--- src/rtl/ball_seek_ctrl.sv ---
// Drive-direction FSM: steers toward the ball from the mic-side signal, backs off the
// boundary wire, honours pause, and stops on ball capture or search timeout.
module ball_seek_ctrl #(
    parameter int                DUTY_W         = 2,
    parameter logic [DUTY_W-1:0] DUTY_FAST      = 2'b10,
    parameter logic [DUTY_W-1:0] DUTY_SLOW      = 2'b00,
    parameter logic [DUTY_W-1:0] DUTY_BACK      = 2'b11,
    parameter int                BACKUP_CYCLES  = 100_000_000,
    parameter int                SETTLE_CYCLES  = 1_000_000,
    parameter int                SEARCH_TIMEOUT = 0
) (
    input  logic              clk,
    input  logic              rst,
    input  logic              Enable,
    input  logic              BallSignal,
    input  logic              Pause,
    input  logic              Inductance,
    input  logic              Ball_Detect,
    output logic              FWD_A,
    output logic              FWD_B,
    output logic              BWD_A,
    output logic              BWD_B,
    output logic [DUTY_W-1:0] Duty_SelA,
    output logic [DUTY_W-1:0] Duty_SelB,
    output logic              Done,
    output logic              Timeout,
    output logic [2:0]        State
);

    typedef enum logic [2:0] {
        S_IDLE       = 3'd0,
        S_TURN_RIGHT = 3'd1,
        S_TURN_LEFT  = 3'd2,
        S_PAUSE      = 3'd3,
        S_BACKUP     = 3'd4,
        S_DONE       = 3'd5
    } state_t;

    localparam int SET_W = $clog2(SETTLE_CYCLES) + 1;
    localparam int BK_W  = $clog2(BACKUP_CYCLES) + 1;
    localparam int TO_W  = $clog2(SEARCH_TIMEOUT) + 1;
    localparam logic [SET_W-1:0] SET_LAST = SET_W'(SETTLE_CYCLES - 1);
    localparam logic [BK_W-1:0]  BK_LAST  = BK_W'(BACKUP_CYCLES - 1);
    localparam logic [TO_W-1:0]  TO_LAST  = TO_W'((SEARCH_TIMEOUT > 0) ? SEARCH_TIMEOUT - 1 : 0);
    localparam bit               TO_EN    = (SEARCH_TIMEOUT != 0);

    // Two return registers: a pause taken during BACKUP must still let BACKUP
    // return to the turn that preceded it.
    state_t state_q, state_d;
    state_t resume_q, resume_d;
    state_t turn_ret_q, turn_ret_d;
    logic   enable_q;
    logic   timeout_q, timeout_d;
    logic [SET_W-1:0] settle_q, settle_d;
    logic [BK_W-1:0]  bk_q, bk_d;
    logic [TO_W-1:0]  to_q, to_d;

    logic             start;
    logic             disagree;
    logic             to_hit;
    logic [TO_W-1:0]  to_inc;
    logic [BK_W-1:0]  bk_sat_inc;
    state_t           turn_dir;
    state_t           other_turn;

    always_comb begin
        start      = Enable & ~enable_q;
        turn_dir   = BallSignal ? S_TURN_RIGHT : S_TURN_LEFT;
        other_turn = (state_q == S_TURN_RIGHT) ? S_TURN_LEFT : S_TURN_RIGHT;
        disagree   = BallSignal != (state_q == S_TURN_RIGHT);
        to_hit     = TO_EN && (to_q >= TO_LAST);
        to_inc     = (to_q >= TO_LAST) ? to_q : to_q + TO_W'(1);
        bk_sat_inc = (bk_q >= BK_LAST) ? bk_q : bk_q + BK_W'(1);

        state_d    = state_q;
        resume_d   = resume_q;
        turn_ret_d = turn_ret_q;
        timeout_d  = timeout_q;
        settle_d   = settle_q;
        bk_d       = bk_q;
        to_d       = to_q;

        case (state_q)
            S_IDLE, S_DONE: begin
                if (start) begin
                    state_d   = turn_dir;
                    timeout_d = 1'b0;
                    settle_d  = '0;
                    bk_d      = '0;
                    to_d      = '0;
                end
            end
            S_TURN_RIGHT, S_TURN_LEFT: begin
                to_d     = to_inc;
                settle_d = '0;
                if (Ball_Detect) begin
                    state_d   = S_DONE;
                    timeout_d = 1'b0;
                end else if (Pause) begin
                    state_d  = S_PAUSE;
                    resume_d = state_q;
                end else if (Inductance) begin
                    state_d    = S_BACKUP;
                    turn_ret_d = state_q;
                    bk_d       = '0;
                end else if (to_hit) begin
                    state_d   = S_DONE;
                    timeout_d = 1'b1;
                end else if (disagree) begin
                    if (settle_q >= SET_LAST) begin
                        state_d = other_turn;
                    end else begin
                        settle_d = settle_q + SET_W'(1);
                    end
                end
            end
            S_PAUSE: begin
                if (Ball_Detect) begin
                    state_d   = S_DONE;
                    timeout_d = 1'b0;
                end else if (!Pause) begin
                    state_d = resume_q;
                    if (resume_q != S_BACKUP) begin
                        settle_d = '0;
                    end
                end
            end
            S_BACKUP: begin
                to_d = to_inc;
                if (Ball_Detect) begin
                    state_d   = S_DONE;
                    timeout_d = 1'b0;
                end else if (Pause) begin
                    // The cycle just spent reversing counts; saturate so a pause
                    // at terminal count re-decides on resume instead of wrapping.
                    state_d  = S_PAUSE;
                    resume_d = S_BACKUP;
                    bk_d     = bk_sat_inc;
                end else if (to_hit) begin
                    state_d   = S_DONE;
                    timeout_d = 1'b1;
                end else if (bk_q >= BK_LAST) begin
                    bk_d = '0;
                    if (!Inductance) begin
                        state_d = turn_ret_q;
                    end
                end else begin
                    bk_d = bk_q + BK_W'(1);
                end
            end
            default: begin
                state_d    = S_IDLE;
                resume_d   = S_IDLE;
                turn_ret_d = S_IDLE;
                timeout_d  = 1'b0;
                settle_d   = '0;
                bk_d       = '0;
                to_d       = '0;
            end
        endcase
    end

    always_ff @(posedge clk) begin
        if (rst) begin
            state_q    <= S_IDLE;
            resume_q   <= S_IDLE;
            turn_ret_q <= S_IDLE;
            enable_q   <= 1'b0;
            timeout_q  <= 1'b0;
            settle_q   <= '0;
            bk_q       <= '0;
            to_q       <= '0;
            FWD_A      <= 1'b0;
            FWD_B      <= 1'b0;
            BWD_A      <= 1'b0;
            BWD_B      <= 1'b0;
            Duty_SelA  <= '0;
            Duty_SelB  <= '0;
            Done       <= 1'b0;
            Timeout    <= 1'b0;
        end else begin
            state_q    <= state_d;
            resume_q   <= resume_d;
            turn_ret_q <= turn_ret_d;
            enable_q   <= Enable;
            timeout_q  <= timeout_d;
            settle_q   <= settle_d;
            bk_q       <= bk_d;
            to_q       <= to_d;

            // Moore outputs decoded from the next state so they align with State.
            FWD_A     <= 1'b0;
            FWD_B     <= 1'b0;
            BWD_A     <= 1'b0;
            BWD_B     <= 1'b0;
            Duty_SelA <= '0;
            Duty_SelB <= '0;
            Done      <= 1'b0;
            Timeout   <= 1'b0;
            case (state_d)
                S_TURN_RIGHT: begin
                    FWD_A     <= 1'b1;
                    FWD_B     <= 1'b1;
                    Duty_SelA <= DUTY_FAST;
                    Duty_SelB <= DUTY_SLOW;
                end
                S_TURN_LEFT: begin
                    FWD_A     <= 1'b1;
                    FWD_B     <= 1'b1;
                    Duty_SelA <= DUTY_SLOW;
                    Duty_SelB <= DUTY_FAST;
                end
                S_BACKUP: begin
                    BWD_A     <= 1'b1;
                    BWD_B     <= 1'b1;
                    Duty_SelA <= DUTY_BACK;
                    Duty_SelB <= DUTY_BACK;
                end
                S_DONE: begin
                    Done    <= 1'b1;
                    Timeout <= timeout_d;
                end
                default: ;
            endcase
        end
    end

    assign State = state_q;

endmodule

--- config.mk ---
export PLATFORM = sky130hd
export DESIGN_NAME = ball_seek_ctrl
export DESIGN_NICKNAME = d
export VERILOG_FILES = /design/src/rtl/ball_seek_ctrl.sv
export SDC_FILE = /design/constraint.sdc
export NUM_CORES = 1
export LEC_CHECK = 0
export CAP_MARGIN = 10
export CORE_AREA = 2 2 93 95
export DETAILED_ROUTE_END_ITERATION = 7
export DIE_AREA = 0 0 95 97
export DONT_BUFFER_PORTS = 1
export MAX_ROUTING_LAYER = met4
export SETUP_SLACK_MARGIN = 0.1
export SLEW_MARGIN = 20
export SYNTH_ARGS = -nofsm -noshare
export SYNTH_HDL_FRONTEND = slang
export SYNTH_SLANG_ARGS = --single-unit
--- constraint.sdc ---
create_clock -name clk -period 3.25 [get_ports clk]
set_input_delay 0.325 -clock clk [delete_from_list [all_inputs] [get_ports clk]]
set_output_delay 0.325 -clock clk [all_outputs]
set_load 0.01 [all_outputs]
==> results.sh <==
export IMPL_status="complete, no violations"
export IMPL_setup_tns_ns=0
export IMPL_irDropWorstVdd_v=0.000208
export IMPL_clockRootBuffer="clkbuf_8"
export IMPL_syn_num_nets=456
export IMPL_syn_inst=447
export IMPL_cts_inserted_buffers=9
export IMPL_criticalPathCategory="reg2reg"
export IMPL_clock_latency_ns=0.36
export IMPL_crit_fanout=24
export IMPL_die_h_um=97
export IMPL_endpoint_kind="flip-flop"
export IMPL_fp_row_count=33
export IMPL_cap_violations=0
export IMPL_grt_max_degree=25
export IMPL_drt_initial_drc_count=189
export IMPL_ios=20
export IMPL_post_route_period_util_pct=80.9
export IMPL_fp_dieArea_um2=9220
export IMPL_rsz0062_at_grt="false"
export IMPL_yosys_register_bits=66
export IMPL_core_area_um2=8130
export IMPL_dpl_hpwl_um=5620
export IMPL_ys_seq_area_share_pct=36.6
export IMPL_crit_slowest_cell="a21o_1"
export IMPL_crit_path_start_kind="flip-flop"
export IMPL_num_antenna_cells=0
export IMPL_post_drt_wl_per_cell_um=14.4
export IMPL_total_power_uw=2430
export IMPL_grt_pass1_wl_um=13900
export IMPL_clk_transition_reported_paths_ns=0.09
export IMPL_setup_viol=0
export IMPL_fmax_ghz=0.380
export IMPL_required_ns=3.46
export IMPL_arrival_ns=2.84
export IMPL_clock_sinks=66
export IMPL_clock_skew_ns=0.0157
export IMPL_grt_total_usage_pct=19.1
export IMPL_fin_area_um2=3870
export IMPL_htree_levels=3
export IMPL_cp_cell_sequence="ha_1 -> and3_4 -> a311oi_4 -> o31ai_1 -> a21o_1 -> nor3_1"
export IMPL_synth_edf_count=0
export IMPL_cts_resized=0
export IMPL_drt_vias_per_instance=5.67
export IMPL_place_area_um2=3700
export IMPL_power_density_nw_per_um2=627
export IMPL_finalHoldViolations=0
export IMPL_avgSynthCellArea_um2=8.09
export IMPL_cts_tree="yes"
export IMPL_cp_num_buf_inv=0
export IMPL_initial_core_util_pct=44.4
export IMPL_syn_area_um2=3610
export IMPL_grt_pass1_vias=2996
export IMPL_die_width_um=95
export IMPL_p_leak_uw=0.00126
export IMPL_antenna_found_initial=0
export IMPL_hold_class="in2reg"
export IMPL_finalMaxSlewViolations=0
export IMPL_ys_warn_count=0
export IMPL_hold_worst_slack_ns=0.0232
export IMPL_ant_nets=0
export IMPL_synthFlopType="dfxtp_1"
export IMPL_post_cts_buffers=0
export IMPL_drive_gt1_share_pct=8.93
export IMPL_worstMarginPinSlew_ns=0.732
export IMPL_wl_um=7970
export IMPL_max_stage_delay_ns=0.70
export IMPL_nets=452
export IMPL_syn_to_final_growth_pct=7.17
export IMPL_synth_cell_type_count=65
export IMPL_synthArstFlopShare_pct=0
export IMPL_drc=0
export IMPL_post_route_min_period_ns=2.63
export IMPL_cts_hold_buffers=0
export IMPL_cts_buffer_depth=2
export IMPL_first_pass_iters=5
export IMPL_portBuffers=0
export IMPL_slew_headroom_pct=50.8
export IMPL_grt_overflow=0
export IMPL_vias=3137
export IMPL_gp_congestion=0.862
export IMPL_cp_top_family="compound AO/OA/AOI/OAI gates"
area by class of cell:
type                            instances  area (um^2)
Tap cell                              105          131
Inverter                               11         41.3
Clock buffer                            9          124
Timing Repair Buffer                    9         67.6
Sequential cell                        66         1320
Multi-Input combinational cell        346         2130
Fill cell                             811         4260
Clock inverter                          7         53.8
power by group:
group          internal (uW)  total [uW]  switching, uW
Sequential               864         981            117
Combinational            301         817            517
Clock                    281         631            350
cells in the mapped netlist (all sizes together) (3+ instances only):
cell | n | area (um^2)
nor3b | 7 | 57.6
dfxtp | 66 | 1320
nand3b | 3 | 22.5
nor4 | 13 | 103
o31ai | 3 | 22.5
a22oi | 4 | 30.0
xor2 | 19 | 166
a21oi | 24 | 124
and4 | 4 | 35.0
and3b | 3 | 26.3
clkbuf | 11 | 41.3
or3 | 6 | 37.5
xnor2 | 21 | 184
nor2 | 74 | 278
o2111ai | 3 | 26.3
or4 | 3 | 26.3
nand3 | 21 | 105
nand2b | 5 | 31.3
nor3 | 17 | 90.1
nand2 | 33 | 124
inv | 11 | 41.3
nor4b | 5 | 43.8
nand4 | 11 | 68.8
and3 | 12 | 80.1
o21ai | 12 | 60.1
nor2b | 6 | 37.5
buf | 13 | 76.3
registers in the layout (all words and copies together) (netlist names):
register and cells:
bk_q 28, settle_q 21, State 3, resume_q 3, turn_ret_q 3, Duty_SelA 2
Done 1, Duty_SelB 1, FWD_B 1, Timeout 1, enable_q 1, timeout_q 1
worst register-to-register path: stages, from the launching register on:
cell	delay (ns)
dfxtp_1	0.39
ha_1	0.23
and3_4	0.25
a311oi_4	0.13
o31ai_1	0.64
a21o_1	0.70
nor3_1	0.14
path summary, 6_finish.rpt:
kind | startpoint | endpoint | slack, ns | cells after the start
max reg2reg | bk_q[1] | bk_q[20] | 0.62 | 6
min reg2reg | timeout_q | timeout_q | 0.45 | 2
max | bk_q[1] | bk_q[20] | 0.62 | 6
min | rst | enable_q | 0.02 | 1
kinds of logic (layout without fill, tap and decap cells):
logic type               Yosys count  in the layout  synth area share (%)
AND/OR/NAND/NOR                  226            226                  32.8
XOR/XNOR                          40             40                  9.69
buffers and inverters             35             36                  4.40
flip-flops                        66             66                  36.6
AO/OA/AOI/OAI                     75             75                  15.0
adder cells (fa/ha/maj)            3              3                 0.969
multiplexers                       2              2                 0.554
placed cells by master, fill, tap and decap left out, types with 3 or more instances in the layout:
master / synthesis / layout
o21ai_1: 3 / 3
xor2_1: 19 / 19
dfxtp_1: 66 / 66
o31ai_1: 3 / 3
a22oi_1: 4 / 4
and3b_1: 3 / 3
nor4_1: 11 / 11
o21ai_0: 9 / 9
nand3b_1: 3 / 3
xnor2_1: 21 / 21
nor3_1: 16 / 16
nand2b_1: 5 / 5
and4_1: 4 / 4
nand3_1: 21 / 21
nand4_1: 11 / 11
clkinvlp_4: 0 / 3
a21oi_1: 23 / 23
and3_1: 11 / 11
inv_1: 11 / 11
nor2b_1: 6 / 6
clkbuf_8: 0 / 9
or3_1: 6 / 6
nor3b_1: 6 / 6
o2111ai_1: 3 / 3
nand2_1: 33 / 33
nor4b_1: 5 / 5
buf_4: 6 / 9
nor2_1: 74 / 74
per-stage QoR:
stage                     util [%]  std cells  setup slack [ns]
after detailed placement      45.4        537             0.581
after global placement        45.4        537             0.664
after global routing          47.6        553             0.295
final                         47.6        553             0.620
after CTS                     47.6        553             0.594
after floorplan                  -        447              1.14
routing by layer:
layer  track usage (%)  share of wire (%)  wire length (um)
met1              25.2                 49              3890
met2              29.3                 46              3700
met3              3.12                3.2               253
met4              7.47                1.6               127
met5                 -                  0                 0
(Power assumes the default switching activity.)
